**src/rtl/ft1248_pkg.sv**
```systemverilog
// Shared definitions for the FT1248 device-side responder:
// command codes and the protocol state enumeration.
package ft1248_pkg;

  localparam logic [7:0] CMD_WRITE = 8'h00;
  localparam logic [7:0] CMD_READ  = 8'h40;

  typedef enum logic [2:0] {
    IDLE    = 3'd0,
    CMD     = 3'd1,
    TURN    = 3'd2,
    DATA_WR = 3'd3,
    DATA_RD = 3'd4,
    IGNORE  = 3'd5
  } ft_state_e;

endpackage

```
**src/rtl/ft1248_device_fifo.sv**
```systemverilog
// Byte FIFO used for both directions of the FT1248 device.
// DEPTH must be a power of two >= 2; pointers carry one extra wrap bit.
// The head is presented combinationally and reads as zero while empty.
module ft1248_device_fifo #(
  parameter int DEPTH = 4
) (
  input  logic       clk_i,
  input  logic       nrst_i,
  input  logic       push_i,
  input  logic [7:0] wdata_i,
  input  logic       pop_i,
  output logic [7:0] rdata_o,
  output logic       full_o,
  output logic       empty_o
);

  localparam int AW = $clog2(DEPTH);

  logic [7:0]  mem_q [DEPTH];
  logic [AW:0] wr_ptr_q, wr_ptr_d;
  logic [AW:0] rd_ptr_q, rd_ptr_d;
  logic        push_en, pop_en;

  assign empty_o = (wr_ptr_q == rd_ptr_q);
  assign full_o  = (wr_ptr_q[AW] != rd_ptr_q[AW]) &&
                   (wr_ptr_q[AW-1:0] == rd_ptr_q[AW-1:0]);

  // A pop on a full FIFO frees the slot the same-cycle push lands in.
  assign pop_en  = pop_i && !empty_o;
  assign push_en = push_i && (!full_o || pop_en);

  assign rdata_o = empty_o ? 8'h00 : mem_q[rd_ptr_q[AW-1:0]];

  // Next pointer values, wrapping naturally modulo 2*DEPTH.
  always_comb begin
    wr_ptr_d = wr_ptr_q;
    rd_ptr_d = rd_ptr_q;
    if (push_en) wr_ptr_d = wr_ptr_q + 1'b1;
    if (pop_en)  rd_ptr_d = rd_ptr_q + 1'b1;
  end

  // Pointer registers.
  always_ff @(posedge clk_i or negedge nrst_i) begin
    if (!nrst_i) begin
      wr_ptr_q <= '0;
      rd_ptr_q <= '0;
    end else begin
      wr_ptr_q <= wr_ptr_d;
      rd_ptr_q <= rd_ptr_d;
    end
  end

  // Storage; contents are don't-care until written.
  always_ff @(posedge clk_i) begin
    if (push_en) mem_q[wr_ptr_q[AW-1:0]] <= wdata_i;
  end

endmodule

```
**src/rtl/ft1248_device.sv**
```systemverilog
// FT1248 1-bit device-side responder.
// The SoC master's SCLK/SS_N/MIOSIO are synchronised into clk_i and all
// protocol timing is taken from edges of the synchronised SCLK.
// Build option: FT1248_DEVICE_LOOPBACK_EN routes WRITE bytes straight into
// the TX FIFO so that a following READ returns them; the host ports are idle.
//
// state   | meaning
// --------+---------------------------------------------------------------
// IDLE    | SS_N high; MISO advertises whether TX data is waiting
// CMD     | shifting in the 8-bit command, MSB first
// TURN    | one SCLK period of bus turnaround; device takes MIOSIO on READ
// DATA_WR | receiving bytes LSB first, pushing ACKed bytes into RX FIFO
// DATA_RD | sending TX FIFO bytes LSB first, popping ACKed bytes
// IGNORE  | unknown command; wait for SS_N high
module ft1248_device
  import ft1248_pkg::*;
#(
  parameter int DEPTH       = 4,
  parameter int SYNC_STAGES = 2
) (
  input  logic       clk_i,
  input  logic       nrst_i,
  input  logic       ft_clk_i,
  input  logic       ft_ssn_i,
  input  logic       ft_miosio_i,
  output logic       ft_miso_o,
  output logic       ft_miosio_o,
  output logic       ft_miosio_e,
  output logic       ft_miosio_z,
  input  logic [7:0] tx_data_i,
  input  logic       tx_valid_i,
  output logic       tx_ready_o,
  output logic [7:0] rx_data_o,
  output logic       rx_valid_o,
  input  logic       rx_ready_i
);

  // SYNC_STAGES is expected to be >= 2.
  logic [SYNC_STAGES-1:0] clk_sync_q, ssn_sync_q, mio_sync_q;
  logic                   clk_prev_q;
  logic                   clk_s, ssn_s, mio_s, rise, fall;

  ft_state_e  state_q, state_d;
  logic [2:0] bit_cnt_q, bit_cnt_d;
  logic [6:0] cmd_q, cmd_d;
  logic [6:0] data_q, data_d;
  logic       is_read_q, is_read_d;
  logic       ack_q, ack_d;
  logic       oe_q, oe_d;
  logic       mio_q, mio_d;

  logic [7:0] cmd_nxt, wr_byte;
  logic       ack_now, miso;
  logic       wr_push, tx_pop;
  logic       wr_full;

  logic       tx_push, rx_push, rx_pop;
  logic [7:0] tx_wdata, tx_head, rx_head;
  logic       tx_full, tx_empty, rx_full, rx_empty;

  // Input synchronisers, reset to an idle bus (SCLK low, SS_N high).
  always_ff @(posedge clk_i or negedge nrst_i) begin
    if (!nrst_i) begin
      clk_sync_q <= '0;
      ssn_sync_q <= '1;
      mio_sync_q <= '0;
      clk_prev_q <= 1'b0;
    end else begin
      clk_sync_q <= {clk_sync_q[SYNC_STAGES-2:0], ft_clk_i};
      ssn_sync_q <= {ssn_sync_q[SYNC_STAGES-2:0], ft_ssn_i};
      mio_sync_q <= {mio_sync_q[SYNC_STAGES-2:0], ft_miosio_i};
      clk_prev_q <= clk_s;
    end
  end

  assign clk_s = clk_sync_q[SYNC_STAGES-1];
  assign ssn_s = ssn_sync_q[SYNC_STAGES-1];
  assign mio_s = mio_sync_q[SYNC_STAGES-1];
  assign rise  = clk_s && !clk_prev_q;
  assign fall  = !clk_s && clk_prev_q;

  assign cmd_nxt = {cmd_q, mio_s};
  assign wr_byte = {mio_s, data_q};

  // Protocol state and datapath registers.
  always_ff @(posedge clk_i or negedge nrst_i) begin
    if (!nrst_i) begin
      state_q   <= IDLE;
      bit_cnt_q <= '0;
      cmd_q     <= '0;
      data_q    <= '0;
      is_read_q <= 1'b0;
      ack_q     <= 1'b0;
      oe_q      <= 1'b0;
      mio_q     <= 1'b0;
    end else begin
      state_q   <= state_d;
      bit_cnt_q <= bit_cnt_d;
      cmd_q     <= cmd_d;
      data_q    <= data_d;
      is_read_q <= is_read_d;
      ack_q     <= ack_d;
      oe_q      <= oe_d;
      mio_q     <= mio_d;
    end
  end

  // Next-state logic; SS_N high aborts any transfer without touching the FIFOs.
  always_comb begin
    state_d   = state_q;
    bit_cnt_d = bit_cnt_q;
    cmd_d     = cmd_q;
    data_d    = data_q;
    is_read_d = is_read_q;
    ack_d     = ack_q;
    oe_d      = oe_q;
    mio_d     = mio_q;
    ack_now   = ack_q;
    wr_push   = 1'b0;
    tx_pop    = 1'b0;
    if (ssn_s) begin
      state_d   = IDLE;
      bit_cnt_d = '0;
      oe_d      = 1'b0;
      mio_d     = 1'b0;
    end else begin
      unique case (state_q)
        IDLE: begin
          state_d   = CMD;
          bit_cnt_d = '0;
          cmd_d     = '0;
        end
        CMD: begin
          if (rise) begin
            cmd_d     = cmd_nxt[6:0];
            bit_cnt_d = bit_cnt_q + 3'd1;
            if (bit_cnt_q == 3'd7) begin
              if (cmd_nxt == CMD_WRITE) begin
                state_d   = TURN;
                is_read_d = 1'b0;
              end else if (cmd_nxt == CMD_READ) begin
                state_d   = TURN;
                is_read_d = 1'b1;
              end else begin
                state_d = IGNORE;
              end
            end
          end
        end
        TURN: begin
          if (fall && is_read_q) oe_d = 1'b1;
          if (rise) begin
            state_d   = is_read_q ? DATA_RD : DATA_WR;
            bit_cnt_d = '0;
            // Provisional status so MISO is meaningful before the first bit.
            ack_d     = is_read_q ? !tx_empty : !wr_full;
          end
        end
        DATA_WR: begin
          if (rise) begin
            if (bit_cnt_q == 3'd0) ack_now = !wr_full;
            ack_d     = ack_now;
            data_d    = wr_byte[7:1];
            bit_cnt_d = bit_cnt_q + 3'd1;
            if (bit_cnt_q == 3'd7 && ack_now) wr_push = 1'b1;
          end
        end
        DATA_RD: begin
          if (fall) begin
            if (bit_cnt_q == 3'd0) ack_now = !tx_empty;
            ack_d = ack_now;
            mio_d = ack_now ? tx_head[bit_cnt_q] : 1'b1;
          end
          if (rise) begin
            bit_cnt_d = bit_cnt_q + 3'd1;
            if (bit_cnt_q == 3'd7 && ack_q) tx_pop = 1'b1;
          end
        end
        IGNORE: ;
        default: state_d = IDLE;
      endcase
    end
  end

  // MISO status: TX-data-waiting in IDLE, ACK/NAK during data.
  always_comb begin
    miso = 1'b1;
    unique case (state_q)
      IDLE:             miso = tx_empty;
      CMD, TURN:        miso = 1'b0;
      DATA_WR, DATA_RD: miso = !ack_q;
      default:          miso = 1'b1;
    endcase
  end

  assign ft_miso_o   = miso;
  assign ft_miosio_o = mio_q;
  assign ft_miosio_e = oe_q;
  assign ft_miosio_z = !oe_q;

`ifdef FT1248_DEVICE_LOOPBACK_EN
  logic unused_lb;
  assign unused_lb  = ^{tx_data_i, tx_valid_i, rx_ready_i, rx_head, rx_full, rx_empty};
  assign wr_full    = tx_full;
  assign tx_push    = wr_push;
  assign tx_wdata   = wr_byte;
  assign rx_push    = 1'b0;
  assign rx_pop     = 1'b0;
  assign tx_ready_o = 1'b0;
  assign rx_valid_o = 1'b0;
  assign rx_data_o  = 8'h00;
`else
  assign wr_full    = rx_full;
  assign tx_push    = tx_valid_i;
  assign tx_wdata   = tx_data_i;
  assign rx_push    = wr_push;
  assign rx_pop     = rx_ready_i;
  assign tx_ready_o = !tx_full;
  assign rx_valid_o = !rx_empty;
  assign rx_data_o  = rx_head;
`endif

  ft1248_device_fifo #(.DEPTH(DEPTH)) u_tx_fifo (
    .clk_i   (clk_i),
    .nrst_i  (nrst_i),
    .push_i  (tx_push),
    .wdata_i (tx_wdata),
    .pop_i   (tx_pop),
    .rdata_o (tx_head),
    .full_o  (tx_full),
    .empty_o (tx_empty)
  );

  ft1248_device_fifo #(.DEPTH(DEPTH)) u_rx_fifo (
    .clk_i   (clk_i),
    .nrst_i  (nrst_i),
    .push_i  (rx_push),
    .wdata_i (wr_byte),
    .pop_i   (rx_pop),
    .rdata_o (rx_head),
    .full_o  (rx_full),
    .empty_o (rx_empty)
  );

endmodule
```
**config.mk**
```make
export PLATFORM = sky130hd
export DESIGN_NAME = ft1248_device
export DESIGN_NICKNAME = d
export VERILOG_FILES = /design/src/rtl/ft1248_pkg.sv /design/src/rtl/ft1248_device_fifo.sv /design/src/rtl/ft1248_device.sv
export SDC_FILE = /design/constraint.sdc
export NUM_CORES = 1
export LEC_CHECK = 0
export CAP_MARGIN = 0
export CORE_MARGIN = 2
export CORE_UTILIZATION = 63
export CTS_CLUSTER_SIZE = 10
export DETAILED_ROUTE_END_ITERATION = 8
export GPL_TIMING_DRIVEN = 1
export PLACE_DENSITY = 0.92
export SLEW_MARGIN = 20
export SYNTH_ARGS = -nofsm -noshare
export SYNTH_HDL_FRONTEND = slang
export SYNTH_SLANG_ARGS = --single-unit
```
**constraint.sdc**
```tcl
create_clock -name clk_i -period 6.9 [get_ports clk_i]
set_clock_uncertainty 0.2 [all_clocks]
set_input_delay 1.38 -clock clk_i [delete_from_list [all_inputs] [get_ports clk_i]]
set_output_delay 1.38 -clock clk_i [all_outputs]
set_load 0.005 [all_outputs]
```
==> results.txt, run 1 <==
----------------------------------------------------
[Timing]
  Post-route minimum period ... just over 4 ns
  Final hold violation count ... 0
  Actual slew at the worst max-slew pin ... approximately 0.94 ns
  Setup violation total in the final timing report ... 0
  Setup Total Neg Slack ... 0 ns
  Max-slew headroom at the worst pin ... between 30% and 40%
  Unrepaired setup endpoints after global routing ... no
  Ratio of final minimum period to clock period ... 58.70%
  Pins Over Slew Limit ... 0
  Maximum achievable frequency ... 246.9 MHz

[Synth]
  Yosys top cell area share ... ~40%
  Cell area after synthesis ... between 4000 and 5000 sq um
  Mean cell area of the mapped netlist ... about 15 sq um
  Fraction of synthesis flops using an asynchronous set or reset pin ... 40.19%
  Compound-gate portion of the synthesized area ... under 10%
  Yosys Warn Count ... 0
  Share of synthesized cell area in and, or, nand and nor gates ... 10.00%
  Top cells by instance count after synthesis ... 64 x edfxtp_1, 41 x dfrtp_1, 27 x nand2_1
  Most repeated cell in the gate-level netlist after synthesis ... edfxtp_1
  Top FF cell, synth ... edfxtp_1
  Seq/Total Area, Yosys ... between 60% and 70%
  Post-synthesis net count ... around 350
  Number of cells produced by synthesis ... around 320
  Number of enable flip-flop cells after synthesis ... 64
  Biggest area consumer among synthesized cells ... edfxtp_1
  Post-synthesis mux area share ... a little over a tenth
  Dominant combinational cell family by area after synthesis ... multiplexers
  Register bit total from synthesis ... 107
  Xor/xnor share of the synthesized area ... around 2.8%
  Unique masters post-synth ... 55
  Arithmetic-cell share of the synthesized area counting full adders, half adders and majority gates ... under 10%
  Synth area leaders ... edfxtp_1 41%, dfrtp_1 22%, mux4_2 6.2%, ha_1 3.4%, mux2_4 2.2%

[Worst setup path]
  Data arrival time of the worst path ... 2.47 ns
  Worst Reg2Reg Path Length in Cells ... 6
  Minimum setup slack among reg-to-reg paths ... 4.07 ns
  Worst r2r src ... bit_cnt_q[0]$_DFFE_PN0P_
  Biggest fanout along the worst timing path ... 11
  Worst setup path endpoint ... rx_data_o[6]
  Beginning of the critical path ... u_rx_fifo.rd_ptr_q[0]$_DFFE_PN0P_
  Required time at the endpoint of the critical path ... around 5.3 ns
  Crit end category ... primary output
  RR Endpoint ... u_rx_fifo.mem_q[0][0]$_DFFE_PP_
  Class of the most critical setup path ... register to primary output
  Startpoint type of the worst setup path ... register

[Min path]
  Min-Delay Path Class ... register to register

[Placement]
  Buffers added on ports ... 28
  Detailed Place HPWL ... ~5400 microns
  Gpl congestion ... 0.8921
  Placement-stage cell area ... about 5000 sq um

[Drt]
  Met1 WL ... about 3400 microns
  Routed len/inst ... roughly 18 microns
  Remaining DRCs ... 0
  Length of the first detailed-routing pass in iterations ... 5
  Count of nets left with antenna violations after detail routing ... 0
  Wire length on met3 ... about 440 microns
  Routed met2 length ... 3906 microns
  DRC marker count from the first detailed-route iteration ... roughly 160
  Total length of routed wires ... approximately 8000 microns
  Routed via count ... around 2,700
  Number of vias per cell after detailed routing ... slightly below 6
  Top layer in use ... met4

[Global route]
  Global-route wire length before repair ... between 10,000 and 15,000 microns
  Global route total overflow ... 0
  Via count of the first global-routing pass ... between 2,000 and 3,000
  Antenna violations before repair ... 0
  Maximum number of pins on one net before global-route repair ... 44
  Overall Global Routing Usage ... around a fifth

[Flow run]
  Number of violations of the max-capacitance limit ... 0

[Clocking]
  Maximum buffer depth of the clock tree ... 2
  Number of post-CTS setup repair buffers ... 0
  Latest clock arrival within the worst-skew pair ... around 0.38 ns
  Root Buffer ... clkbuf_8
  Number of hold buffers added after cts ... 0
  Clock tree sinks ... about 110
  TritonCTS Buffers ... 9
  Number of H-tree levels ... 3
  Post-CTS Resized ... 0
  Clock tree from TritonCTS ... done
  Clock edge transition at the registers on the reported setup and hold paths ... between 0.1 and 0.15 ns

[Floorplanning]
  Num ports ... 29
  Core Box Area ... 7253 sq um
  Die Height ... 90.52 microns
  Initial core utilization ... 65.02%
  Die W ... 90.52 microns
  Number of rows in the core area ... 31
  Area of the die ... between 8000 and 9000 sq um

[Finish]
  Core utilization of the finished layout ... 72.18%
  Combined area of the multi-input logic cells ... between 1500 and 2000 sq um
  Area Overhead vs Synth ... 11.01%
  Flip-flop and latch area ... around 3000 sq um
  Antenna Diode Count ... 0
  Number of nets at the end of the flow ... 374
  Summed area of non-filler cells in the final layout ... 5235 sq um
  Fraction of layout cells with a size suffix above 1 ... between 15 and 20%
  FILL cells ... between 400 and 500

[Pwr]
  Pwr dens ... about 280 nW/um^2
  Static Leak ... ~2.0 nW
  Maximum vdd drop ... around 0.00018 V

[Run status]
  Outcome ... finished, final reports clean

----------------------------------------------------
[worst max-delay path, cell delays in order (launching register included)]
cell,delay (ns)
dfrtp_1,0.77
xor2_1,0.31
nor2_1,0.07
nand2_1,0.27
and2_1,0.18
clkdlybuf4s50_1,0.50
[per-layer routing]
layer	track usage [%]	vias to the layer above
met5	0	-
met3	4.674	16
met4	9.103	0
li1	-	1234
met1	28.32	1331
met2	32.40	92
[through the flow]
step / power [mW] / worst slack, ns / hold slack [ns] / std cells
2_1_floorplan: 1.022 / 4.079 / 0.1312 / 319
6_report: 1.471 / 2.850 / 0.1633 / 450
3_3_place_gp: 1.091 / 3.326 / 0.1350 / 434
4_1_cts: 1.475 / 2.773 / 0.1661 / 450
3_5_place_dp: 1.108 / 3.197 / 0.1411 / 434
5_1_grt: 1.539 / 2.653 / 0.1716 / 450
[flip-flops by register name (all words and copies together) (netlist names)]
register,count
clk_sync_q,2
ft_miosio_o,1
u_rx_fifo.rd_ptr_q,3
clk_prev_q,1
ack_q,1
ft_miosio_e,1
cmd_q,7
ssn_sync_q,2
u_tx_fifo.rd_ptr_q,3
u_tx_fifo.mem_q,32
is_read_q,1
u_rx_fifo.mem_q,32
mio_sync_q,2
state_q,3
u_rx_fifo.wr_ptr_q,3
data_q,7
bit_cnt_q,3
u_tx_fifo.wr_ptr_q,3
[how the worst min path moves through the flow]
| stage | to | cells past startpoint | slack [ns] | start |
|---|---|---|---|---|
| final | ssn_sync_q[1]$_DFF_PN1_ | 0 | 0.16 | ssn_sync_q[0]$_DFF_PN1_ |
| after global routing | ssn_sync_q[1]$_DFF_PN1_ | 0 | 0.17 | ssn_sync_q[0]$_DFF_PN1_ |
| after detailed placement | mio_sync_q[1]$_DFF_PN0_ | 0 | 0.14 | mio_sync_q[0]$_DFF_PN0_ |
| after floorplan | clk_sync_q[1]$_DFF_PN0_ | 0 | 0.13 | clk_sync_q[0]$_DFF_PN0_ |
| after CTS | ssn_sync_q[1]$_DFF_PN1_ | 0 | 0.17 | ssn_sync_q[0]$_DFF_PN1_ |
| after global placement | clk_sync_q[1]$_DFF_PN0_ | 0 | 0.14 | clk_sync_q[0]$_DFF_PN0_ |
[where the power goes]
part | switching, mW | internal (mW) | leakage (nW)
Combinational | 0.160 | 0.119 | 0.723
Clock | 0.222 | 0.149 | 0.0945
Sequential | 0.0668 | 0.754 | 1.14
Total | 0.449 | 1.02 | 1.96
[kinds of logic after synthesis]
family | Yosys count
adders and majority gates | 13
and+or+nand+nor | 83
xor gates and xnor gates | 14
buffers and inverters | 24
AOI/OAI and AO/OA | 48
muxes | 30
DFF | 107
[cell usage in the layout, fill, tap and decap left out, drive strengths merged, types with 10 or more instances in the layout]
master and instances:
clkdlybuf4s50 27, a21oi 12, o21ai 15, clkbuf 10, edfxtp 64, inv 15, nand2 27, mux4 13
mux2 15, and2 17, dfrtp 41, ha 13
[area by class of cell]
cell class | instances | share of cell area [%]
sequential | 107 | 57.31
multi-input combinational | 188 | 30.47
timing repair buffer | 28 | 5.258
clock inverter | 6 | 1.099
inverter | 12 | 0.8604
clock buffer | 10 | 2.629
tap | 99 | 2.366
(Power assumes the default switching activity.)
==> inputs of run 2 (changes only) <==
--- a/config.mk
+++ b/config.mk
@@ -7,11 +7,11 @@
 export LEC_CHECK = 0
 export CAP_MARGIN = 0
 export CORE_MARGIN = 2
-export CORE_UTILIZATION = 63
+export CORE_UTILIZATION = 53
 export CTS_CLUSTER_SIZE = 10
 export DETAILED_ROUTE_END_ITERATION = 8
 export GPL_TIMING_DRIVEN = 1
-export PLACE_DENSITY = 0.92
+export PLACE_DENSITY = 0.83
 export SLEW_MARGIN = 20
 export SYNTH_ARGS = -nofsm -noshare
 export SYNTH_HDL_FRONTEND = slang
==> constraint.sdc (replaced) <==
create_clock -name clk_i -period 3.6 [get_ports clk_i]
set_clock_uncertainty 0.2 [all_clocks]
set_input_delay 0.72 -clock clk_i [delete_from_list [all_inputs] [get_ports clk_i]]
set_output_delay 0.72 -clock clk_i [all_outputs]
set_load 0.005 [all_outputs]
==> run 2 against run 1 <==
Combinational power increased by 88%. First-iteration DRC count increased by 0.61%. Critical path type unchanged. Worst setup slack got worse by 2.6 ns. Largest cell class unchanged. Die area increased by 18%. Global-route usage decreased by 3.7 points. Final cell count increased by 2.0%. Sequential cell count unchanged. Critical path depth unchanged.
==> results.txt, run 2 (synthesis results as in run 1) <==
----------------------------------------------------
[Placement]
  Placement-stage cell area ... 5051 sq um
  Buffers added on ports ... 28
  Post-Place Cells ... between 400 and 500
  Gpl congestion ... 0.8007
  Detailed Place HPWL ... slightly above 5000 microns

[Finish]
  Area Overhead vs Synth ... 11.65%
  Summed area of non-filler cells in the final layout ... around 5300 sq um
  Number of nets at the end of the flow ... about 370
  Commonest cells after routing, fill and taps aside ... 64 x edfxtp_1, 40 x dfrtp_1, 27 x nand2_1, 27 x clkdlybuf4s50_1, 15 x and2_1
  Most frequent standard cell in the layout excluding fill and tap cells ... edfxtp_1
  Fraction of layout cells with a size suffix above 1 ... about 17%
  Non-filler cells in the finished layout ... about 460
  Antenna Diode Count ... 0
  Core utilization of the finished layout ... 60.67%

[Floorplanning]
  Area of the die ... a little under 10,000 sq um
  Initial core utilization ... between 50% and 60%
  Number of rows in the core area ... 34
  Core Box Area ... a little under 9000 sq um
  Die W ... 98.33 microns
  Num ports ... 29
  Die Height ... approximately 98 microns

[Timing]
  Setup violation total in the final timing report ... 0
  Post-route minimum period ... between 3 and 4 ns
  Unrepaired setup endpoints after global routing ... no
  Max-slew headroom at the worst pin ... roughly three fifths
  Pins Over Slew Limit ... 0
  Setup Total Neg Slack ... 0 ns
  Ratio of final minimum period to clock period ... 92.52%
  Final hold violation count ... 0
  Actual slew at the worst max-slew pin ... between 0.5 and 0.6 ns
  Maximum achievable frequency ... 300.2 MHz

[Clocking]
  Number of post-CTS setup repair buffers ... 0
  Clock edge transition at the registers on the reported setup and hold paths ... about 0.10 ns
  Latest clock arrival within the worst-skew pair ... 0.37 ns
  TritonCTS Buffers ... 9
  Clock tree sinks ... 107
  Number of H-tree levels ... 3
  Clock tree from TritonCTS ... done
  Maximum buffer depth of the clock tree ... 2
  Number of hold buffers added after cts ... 0
  Root Buffer ... clkbuf_8

[Pwr]
  Cell internal pwr ... 2.006 mW
  Switching power share of the total ... roughly 30%
  Relative contribution of the clock network to total power ... a little over a quarter
  Sequential cell fraction of total power ... a little under three fifths
  Maximum vdd drop ... 0.0003056 V
  Pwr dens ... approximately 540 nW/um^2
  Static Leak ... 1.968 nW
  Switching power of the nets ... between 0.8 and 0.9 mW
  Combinational share of power ... between 10% and 20%

[Drt]
  Routed len/inst ... 16.62 microns
  Count of nets left with antenna violations after detail routing ... 0
  Number of vias per cell after detailed routing ... between 5 and 6
  Routed via count ... roughly 2,600
  Remaining DRCs ... 0
  Total length of routed wires ... 7627 microns
  DRC marker count from the first detailed-route iteration ... ~170
  Length of the first detailed-routing pass in iterations ... 5

[Run status]
  Outcome ... finished, final reports clean

[Worst setup path]
  Class of the most critical setup path ... register to primary output
  Largest delay share family, worst path ... flip-flops
  Startpoint type of the worst setup path ... register
  Library cell contributing the largest single delay on the critical path ... dfrtp_1
  Data arrival time of the worst path ... 2.41 ns
  Crit end category ... primary output
  Number of cells on the critical path ... 5
  Cell Chain, Critical Path ... xor2_1 > nor2_1 > nand2_1 > and2_1 > clkdlybuf4s50_1
  Combined buffer and inverter count along the critical path ... 1
  Worst Reg2Reg Path Length in Cells ... 6
  Crit-path max cell delay ... 0.67 ns
  Required time at the endpoint of the critical path ... approximately 2.7 ns
  Biggest fanout along the worst timing path ... 11

[Global route]
  Maximum number of pins on one net before global-route repair ... 44
  Overall Global Routing Usage ... 17.02%
  Global-route wire length before repair ... roughly 13,000 microns
  Global route total overflow ... 0
  Antenna violations before repair ... 0
  Via count of the first global-routing pass ... roughly 2,600

[Min path]
  Min-Delay Path Class ... input pin to async pin

[Flow run]
  Number of violations of the max-capacitance limit ... 0

----------------------------------------------------
## run 2: cell count changes in the layout (fill, tap and decap cells not counted)
cell / delta
clkinv_1: +1
dfrtp_1: -1
clkinvlp_4: -1
inv_8: -2
buf_4: +1
clkinv_8: +1
bufinv_16: +1
inv_6: +1
clkbuf_8: -1
buf_2: -1
dfrtp_2: +1
## run 2: repair_timing
item	CTS	global route
resized for setup	0	1
endpoints found under the setup margin	0	8
hold endpoints to repair	0	0
## run 2: metrics by stage
step | hold WS [ns] | setup slack, ns | power [mW]
after CTS | 0.1591 | 0.1398 | 2.867
after global routing | 0.1551 | 0.1235 | 3.006
final | 0.1200 | 0.2692 | 2.851
after detailed placement | 0.1355 | 0.5556 | 2.123
after global placement | 0.1382 | 0.6715 | 2.099
after floorplan | 0.1312 | 1.416 | 1.959
## run 2: power by group through the flow
stage                     clock network, mW  logic (mW)  registers [mW]
after floorplan                           0       0.416            1.54
after global placement                    0       0.509            1.59
after detailed placement                  0       0.526            1.60
after CTS                             0.766       0.530            1.57
after global routing                  0.825       0.590            1.59
final                                 0.755       0.524            1.57
## run 2: area by class of cell
| cell class | instances | area [sq um] |
|---|---|---|
| Clock inverter | 7 | 86.33 |
| Tap cell | 108 | 135.1 |
| Clock buffer | 9 | 123.9 |
| Multi-Input combinational cell | 188 | 1595 |
| Sequential cell | 107 | 3002 |
| Fill cell | 649 | 3413 |
| Timing Repair Buffer | 28 | 277.8 |
| Inverter | 12 | 45.04 |
## run 2: per-layer routing
metal  share of wire (%)  up-vias  track usage [%]
met5                   0        -                0
met3                 4.0        4            5.225
met1                  44     1266            22.12
li1                    -     1230                -
met4                0.76        0            4.320
met2                  51       62            28.26
## run 2: final timing paths
kind | startpoint | end | slack, ns
min in group clk_i | clk_sync_q[0]$_DFF_PN0_ | clk_sync_q[1]$_DFF_PN0_ | 0.16
setup reg to reg | bit_cnt_q[0]$_DFFE_PN0P_ | u_tx_fifo.mem_q[0][1]$_DFFE_PP_ | 0.95
hold / removal | nrst_i | data_q[1]$_DFFE_PN0P_ | 0.12
max in group asynchronous | nrst_i | u_rx_fifo.rd_ptr_q[0]$_DFFE_PN0P_ | 2.68
hold reg to reg | clk_sync_q[0]$_DFF_PN0_ | clk_sync_q[1]$_DFF_PN0_ | 0.16
setup / recovery | u_rx_fifo.rd_ptr_q[1]$_DFFE_PN0P_ | rx_data_o[3] | 0.27
## run 2: worst register-to-register path: stages (launching register included)
cell and delay (ns):
dfrtp_1 0.49, ha_1 0.19, ha_1 0.18, and4bb_1 0.32, nand3_2 0.15, a31oi_4 0.30, and2_1 0.46
